===== config.mk =====
export PLATFORM = sky130hd
export DESIGN_NAME = ddr2_read_return_buffer
export DESIGN_NICKNAME = d
export VERILOG_FILES = /design/src/rtl/ddr2_pkg.sv /design/src/rtl/ddr2_retbuf_ram.sv /design/src/rtl/ddr2_read_return_buffer.sv
export SDC_FILE = /design/constraint.sdc
export NUM_CORES = 2
export LEC_CHECK = 0
export ABC_CLOCK_PERIOD_IN_PS = 15400
export BUFFER_PORTS_ARGS = -buffer_cell sky130_fd_sc_hd__buf_2
export CAP_MARGIN = 0
export CELL_PAD_IN_SITES_DETAIL_PLACEMENT = 0
export CELL_PAD_IN_SITES_GLOBAL_PLACEMENT = 1
export CORE_MARGIN = 10
export CORE_UTILIZATION = 50
export DETAILED_ROUTE_END_ITERATION = 10
export PLACE_DENSITY_LB_ADDON = 0.25
export SYNTH_ARGS = -nofsm -noshare
export SYNTH_HDL_FRONTEND = slang
export SYNTH_SLANG_ARGS = --single-unit

===== constraint.sdc =====
create_clock -name clk -period 15.4 [get_ports clk]
set_input_delay 0.77 -clock clk [delete_from_list [all_inputs] [get_ports clk]]
set_output_delay 0.77 -clock clk [all_outputs]
set_load 0.02 [all_outputs]

===== src/rtl/ddr2_pkg.sv =====
// Shared types and helpers for the DDR2 read return buffer.
package ddr2_pkg;

    localparam int DDR2_DATA_W = 128;
    localparam int DDR2_ADX_W  = 27;

    // One buffered read return: the command address paired with its data word.
    typedef struct packed {
        logic [DDR2_ADX_W-1:0]  adx;
        logic [DDR2_DATA_W-1:0] data;
    } ret_entry_t;

    // Distance a - b between two wrapping pointers of aw+1 bits (aw index bits + wrap bit).
    function automatic logic [31:0] ptr_diff(input logic [31:0] a,
                                             input logic [31:0] b,
                                             input int unsigned aw);
        logic [31:0] mask;
        mask = (32'd1 << (aw + 1)) - 32'd1;
        return (a - b) & mask;
    endfunction

endpackage


===== src/rtl/ddr2_retbuf_ram.sv =====
// Slot array for the read return buffer: the address field is written on
// allocate, the data field on fill, and both are read asynchronously at one
// read index. Storage is never reset.
module ddr2_retbuf_ram
    import ddr2_pkg::*;
#(
    parameter int DATA_W = DDR2_DATA_W,
    parameter int ADX_W  = DDR2_ADX_W,
    parameter int DEPTH  = 16,
    parameter int AW     = $clog2(DEPTH)
) (
    input  logic              clk,
    input  logic              adx_we,
    input  logic [AW-1:0]     adx_waddr,
    input  logic [ADX_W-1:0]  adx_wdata,
    input  logic              data_we,
    input  logic [AW-1:0]     data_waddr,
    input  logic [DATA_W-1:0] data_wdata,
    input  logic [AW-1:0]     raddr,
    output logic [ADX_W-1:0]  radx,
    output logic [DATA_W-1:0] rdata
);

    logic [ADX_W-1:0]  adx_mem  [DEPTH];
    logic [DATA_W-1:0] data_mem [DEPTH];

    // Address field: captured when a read command is allocated a slot.
    always_ff @(posedge clk) begin
        if (adx_we) begin
            adx_mem[adx_waddr] <= adx_wdata;
        end
    end

    // Data field: captured when the controller returns the matching word.
    always_ff @(posedge clk) begin
        if (data_we) begin
            data_mem[data_waddr] <= data_wdata;
        end
    end

    assign radx  = adx_mem[raddr];
    assign rdata = data_mem[raddr];

endmodule


===== src/rtl/ddr2_read_return_buffer.sv =====
// DDR2 read return buffer: records read-command addresses, pairs them with
// in-order returned data, and hands {adx, data} entries to the consumer via a
// pull handshake. Command issue is throttled so a returned word always has a slot.
// Optional build macro DDR2_RETBUF_ERR_EN adds sticky err_flags[1:0]
// (bit0: dropped data word, bit1: command asserted while not ready).
module ddr2_read_return_buffer
    import ddr2_pkg::*;
#(
    parameter int DATA_W = DDR2_DATA_W,
    parameter int ADX_W  = DDR2_ADX_W,
    parameter int DEPTH  = 16
) (
    input  logic              clk,
    input  logic              reset,
    input  logic              rd_cmd_valid,
    input  logic [ADX_W-1:0]  rd_cmd_adx,
    output logic              rd_cmd_ready,
    input  logic              rd_data_valid,
    input  logic [DATA_W-1:0] rd_data,
    output logic              has_return_data,
    input  logic              get_return_data,
    output logic [DATA_W-1:0] return_data,
    output logic [ADX_W-1:0]  return_adx
`ifdef DDR2_RETBUF_ERR_EN
    ,
    output logic [1:0]        err_flags
`endif
);

    localparam int AW = $clog2(DEPTH);
    localparam logic [AW:0] PTR_ONE = {{AW{1'b0}}, 1'b1};

    logic [AW:0]       alloc_ptr;
    logic [AW:0]       fill_ptr;
    logic [AW:0]       rd_ptr;
    logic [31:0]       occupancy;
    logic              fill_pending;
    logic              alloc_fire;
    logic              fill_fire;
    logic              pop_fire;
    logic [ADX_W-1:0]  slot_adx;
    logic [DATA_W-1:0] slot_data;

    // Pending-fill and filled-unpopped slots both hold a place in the array.
    assign occupancy       = ptr_diff(32'(alloc_ptr), 32'(rd_ptr), AW);
    assign rd_cmd_ready    = occupancy < 32'(DEPTH);
    assign has_return_data = (fill_ptr != rd_ptr);
    assign fill_pending    = (fill_ptr != alloc_ptr);

    assign alloc_fire = rd_cmd_valid && rd_cmd_ready;
    assign fill_fire  = rd_data_valid && fill_pending;
    assign pop_fire   = get_return_data && has_return_data;

    ddr2_retbuf_ram #(
        .DATA_W (DATA_W),
        .ADX_W  (ADX_W),
        .DEPTH  (DEPTH),
        .AW     (AW)
    ) u_ram (
        .clk        (clk),
        .adx_we     (alloc_fire),
        .adx_waddr  (alloc_ptr[AW-1:0]),
        .adx_wdata  (rd_cmd_adx),
        .data_we    (fill_fire),
        .data_waddr (fill_ptr[AW-1:0]),
        .data_wdata (rd_data),
        .raddr      (rd_ptr[AW-1:0]),
        .radx       (slot_adx),
        .rdata      (slot_data)
    );

    // Advance the three ring pointers independently; any combination per cycle is legal.
    always_ff @(posedge clk or posedge reset) begin
        if (reset) begin
            alloc_ptr <= '0;
            fill_ptr  <= '0;
            rd_ptr    <= '0;
        end else begin
            if (alloc_fire) alloc_ptr <= alloc_ptr + PTR_ONE;
            if (fill_fire)  fill_ptr  <= fill_ptr + PTR_ONE;
            if (pop_fire)   rd_ptr    <= rd_ptr + PTR_ONE;
        end
    end

    // Register the popped entry; outputs hold until the next successful pop.
    always_ff @(posedge clk or posedge reset) begin
        if (reset) begin
            return_data <= '0;
            return_adx  <= '0;
        end else if (pop_fire) begin
            return_data <= slot_data;
            return_adx  <= slot_adx;
        end
    end

`ifdef DDR2_RETBUF_ERR_EN
    // Sticky protocol error capture: dropped data word and command issued while throttled.
    always_ff @(posedge clk or posedge reset) begin
        if (reset) begin
            err_flags <= 2'b00;
        end else begin
            if (rd_data_valid && !fill_pending) err_flags[0] <= 1'b1;
            if (rd_cmd_valid && !rd_cmd_ready)  err_flags[1] <= 1'b1;
        end
    end
`endif

endmodule


## After elaboration in Yosys (flattened, before gate mapping)

Memory sizes are Yosys's and may differ from the RTL's. A register that Yosys moved wholly into a read port is not among the register bits.
Cells that the tools add are included.

- $lt $le $gt $ge: 1
- Muxes and demuxes: 4
- Reduce and logical (&&, ||, !) cells: 3
- Equality and inequality tests: 2
- Add/sub/neg operators: 4

Operators with widths:

| operator | number |
|---|---|
| 5-bit by 1-bit adder with 5-bit output, second input constant | 3 |
| 5-bit inequality test | 2 |
| 5-bit less-than comparator, second input constant | 1 |
| 5-bit subtractor | 1 |
| 1-bit 2-to-1 mux | 4 |
| 1-bit logical AND | 3 |

- Register bits: 15
- Memories: 2
- Output and inout port bits: 157
- Logic and storage cells: 19
- RAM bits: 2480

Memory list:

| name | depth | width | read ports | clocked after memory_dff | wr ports | line | text |
|---|---|---|---|---|---|---|---|
| u_ram.data_mem | 16 | 128 | 1 | 1 | 1 | ddr2_retbuf_ram.sv:25 | `logic [DATA_W-1:0] data_mem [DEPTH];` |
| u_ram.adx_mem | 16 | 27 | 1 | 1 | 1 | ddr2_retbuf_ram.sv:24 | `logic [ADX_W-1:0] adx_mem [DEPTH];` |

## Longest topological paths before layout

- Word-level depth: 5
- Mapped depth: 12
- Depth with buffers taken out: 7

## Hierarchy

A second synthesis with hierarchy kept.

- Cell total of the unflattened synthesis: 4376
- Area, all modules: 100227.4 µm²

Modules (own cells, without submodules):

| module | area an instance (µm²) | times used | cells each |
|---|---|---|---|
| ddr2_retbuf_ram | 93146.8 | 1 | 3965 |
| ddr2_read_return_buffer | 7080.5 | 1 | 411 |

## Worst setup path after synthesis

OpenSTA, ideal clock, no wires.

- Path type: input port to flip-flop
- From: input rd_data_valid
- To: memory u_ram.data_mem[3][0] in the netlist's numbering, enable pin
- Arrival: 9944 ps
- Path buffers: 1
- Data required time: 14628 ps
- Stages: 4
- Slack: 4683 ps
- Setup time: 772 ps
- Path through: o31a_1 > clkbuf_1 > nand2_1 > nor3_1

- Cells in the longest elaborated chain, start to end: 3

RTL lines:

| item | line | text |
|---|---|---|
| start: declaration | ddr2_read_return_buffer.sv:18 | `input logic rd_data_valid,` |
| 1-bit logical AND | ddr2_read_return_buffer.sv:51 | `assign fill_fire = rd_data_valid && fill_pending;` |
| 1-bit 2-to-1 mux | ddr2_retbuf_ram.sv:36 | `if (data_we) begin` |
| 1-bit 2-to-1 mux (implied by the code) | ddr2_retbuf_ram.sv:37 | `data_mem[data_waddr] <= data_wdata;` |
| end: declaration | ddr2_retbuf_ram.sv:25 |  |

No other way between the ends.

## Worst setup path in the final report

- From: register rd_ptr[2]
- To: register return_adx[9] (read register of u_ram.adx_mem)

- Cells in the longest elaborated chain, start to end: 2

RTL lines:

| item | line | text |
|---|---|---|
| start: declaration | ddr2_read_return_buffer.sv:35 | `logic [AW:0] rd_ptr;` |
| start signal: assignment | ddr2_read_return_buffer.sv:81 | `if (pop_fire) rd_ptr <= rd_ptr + PTR_ONE;` |
| 5-bit inequality test | ddr2_read_return_buffer.sv:47 | `assign has_return_data = (fill_ptr != rd_ptr);` |
| 1-bit logical AND | ddr2_read_return_buffer.sv:52 | `assign pop_fire = get_return_data && has_return_data;` |
| end: declaration | ddr2_read_return_buffer.sv:23 | `output logic [ADX_W-1:0] return_adx` |

Parallel ways exist; a longest one is shown, timed or not.
A chain may end at the register's enable or synchronous reset.

==> flow_metrics.tcl <==
set metrics [dict create \
    status "completed" \
    yosysMostFrequentCell "edfxtp_1" \
    path_depth 7 \
    cts_resized 0 \
    layout-drive-gt1-share_pct 23.8 \
    clkTransAtPathRegs_ps 60 \
    cts_tree "built" \
    yosys_warnings 0 \
    synthArstFlopShare_pct 6.42 \
    num_rows 164 \
    crit_family "buffers and inverters" \
    setup_viol 0 \
    synth_top_cell_by_area "edfxtp_1" \
    yosysSeqAreaShare_pct 77.9 \
    endpoint_kind "register" \
    power_mw 22.1 \
    cts_max_level 5 \
    synth_area_leaders "edfxtp_1, mux4_2, mux2i_1, dfrtp_1, a22oi_1" \
    ir_drop_uv 174 \
    cp.arrival_ps 5760 \
    die_height_um 470 \
    rsz0062_at_grt "no" \
    synth_edf_count 2480 \
    cp_common_cell "buf_4" \
    antenna_left 0 \
    final.period_utilization_pct 32.6 \
    clkLatencyLatePin_ps 920 \
    syn_area_mm2 0.101 \
    postCtsSetupBuffers 0 \
    gr-total-overflow 0 \
    cts_buffers 290 \
    boundaryPins 317 \
    vias 50100 \
    drt_iter0_markers 5222 \
    routed_wl_mm 248 \
    rr_startpoint "rd_ptr[2]$_DFFE_PP0P_" \
    grtUsageTotal_pct 22.0 \
    relSlewSlack_pct 17.7 \
    maxCapViolCount 0 \
    synth_top_area_share_pct 73.7 \
    synth-main-ff-cell "edfxtp_1" \
    reg2regPathDepth 7 \
    cts_buffer_depth 4 \
    netlist_top_cells_count "edfxtp_1, mux2i_1, a22oi_1, mux4_2, nor2_1" \
    core_mm2 0.200 \
    power_density_mw_per_mm2 193 \
    clock_skew_ps 48.2 \
    grt_pass1_vias 50482 \
    hold_path_depth 1 \
    regArea_mm2 0.0787 \
    cp_slowest_cell "buf_4" \
    ys_seq_elements 2650 \
    critPathMaxStageDelay_ps 970 \
    path_cells "buf_4, buf_4, buf_4, mux4_2, mux2_2, a22oi_1, a21oi_1" \
    drc 0 \
    synth.avg_cell_area_um2 20.4 \
    fillCellCount 14743 \
    routed_via_density 6.07 \
    gp_congestion 0.738 \
    cp-start-kind "register" \
    worstPathMaxFanout 64 \
    drtPass1Iterations 5 \
    reg2reg_to "return_adx[9]$_DFFE_PP0P_" \
    cts.root.buffer_cell "clkbuf_16" \
    synthCells 4944 \
    synth_cell_types 33 \
    routed_wire_length_per_instance_um 30.1 \
    hold_class "in -> reg" \
    min_to "u_ram.data_mem[9][89]$_DFFE_PP_" \
    antenna_found_initial 71 \
    max_freq_mhz 199 \
    worst_pin_slew_ps 1230 \
    p_leak_nw 38.5 \
    initial_core_util_pct 50.4 \
    multi_input_area_mm2 0.0210 \
    clock_sinks 2650 \
    reg2reg_slack_ps 10370 \
    grt_pass1_wl_mm 358 \
    period_needed_ps 5030 \
    finalSetupTns_ps 0 \
    chipWidth_um 470 \
    syn_to_final_growth_pct 13.5 \
    cp.buffers_inverters 3 \
    fin_nets 5531 \
    crit_type "reg -> reg" \
    io_buffers 316 \
    dp_hpwl_mm 123 \
    maxSlewViolCount 0 \
    die_area_mm2 0.220 \
    synth_nets 5116 \
    min_from "rd_data[89]" \
    cp.required_ps 16130 \
    hold_viol_final 0 \
    grt_max_degree 125 \
]
per-layer routing:
metal  GRT usage (%)  wire length, um  vias up
met2            35.4           120000     1813
met4            6.77             6430       46
li1                -                -    21293
met1            30.4           103000    26501
met3            4.46            18200      447
met5               0              277        -
kinds of logic (layout without fill, tap and decap cells):
logic type	after synthesis	count (layout)	synth area share, %
buffers and inverters	314	940	1.51
other	0	33	0
DFF	2650	2650	77.9
xor gates and xnor gates	23	23	0.213
and+or+nand+nor	226	226	0.931
muxes	1086	1086	14.8
adders and majority gates	12	12	0.149
AOI/OAI and AO/OA	633	633	4.50
flip-flops by register name (all words and copies together) (netlist names):
register and cells:
u_ram.data_mem 2048, u_ram.adx_mem 432, return_data 128, return_adx 27
alloc_ptr 5, fill_ptr 5, rd_ptr 5
what timing repair did:
item	4_1_cts	5_1_grt
setup endpoints to repair	0	0
hold buffers	1	0
endpoints found under the hold margin	16	0
cell usage in the layout (no fill, tap or decap), types with 98 or more instances in the layout:
cell       Yosys  final
a221oi_1     155    155
nor2_1       173    159
mux2_2       156    156
buf_4          2     98
mux4_2       310    310
clkbuf_16      0    295
edfxtp_1    2480   2480
mux2i_1      620    620
buf_2         96    316
a21oi_1      156    156
dfrtp_1      170    166
a22oi_1      310    310
area by class of cell:
| cell class | instances | share of cell area [%] |
|---|---|---|
| multi-input cells | 1980 | 18.3 |
| well taps | 2656 | 2.90 |
| inverters | 12 | 0.0523 |
| diodes | 33 | 0.0720 |
| clock buffers | 383 | 6.94 |
| repair buffers | 425 | 2.20 |
| flip-flops and latches | 2650 | 68.6 |
| clock inverters | 120 | 0.945 |
metrics by stage:
stage / cells / util, % / area, um^2 / hold slack, ps / setup WS, ps
2_1_floorplan: 4944 / - / 101000 / 503 / 4680
3_3_place_gp: 7722 / 52.7 / 106000 / 505 / 10380
3_5_place_dp: 7722 / 52.7 / 106000 / 513 / 10350
4_1_cts: 8226 / 57.2 / 115000 / 149 / 10320
5_1_grt: 8241 / 57.2 / 115000 / 188 / 10060
6_report: 8259 / 57.2 / 115000 / 217 / 10370
power by group:
part | switching, mW | internal (mW) | leakage (nW)
clock network | 2.69 | 3.94 | 4.45
logic | 3.77 | 2.45 | 9.74
registers | 0.434 | 8.80 | 24.3
total | 6.89 | 15.2 | 38.5
how the worst max path moves through the flow:
stage | to | startpoint
after floorplan | u_ram.data_mem[3][0]$_DFFE_PP_ | rd_data_valid
after global placement | return_data[48]$_DFFE_PP0P_ | rd_ptr[1]$_DFFE_PP0P_
after detailed placement | return_adx[9]$_DFFE_PP0P_ | rd_ptr[2]$_DFFE_PP0P_
after CTS | return_adx[10]$_DFFE_PP0P_ | rd_ptr[2]$_DFFE_PP0P_
after global routing | return_data[15]$_DFFE_PP0P_ | rd_ptr[1]$_DFFE_PP0P_
final | return_adx[9]$_DFFE_PP0P_ | rd_ptr[2]$_DFFE_PP0P_
Note: power is estimated with default switching activity, not from simulation.
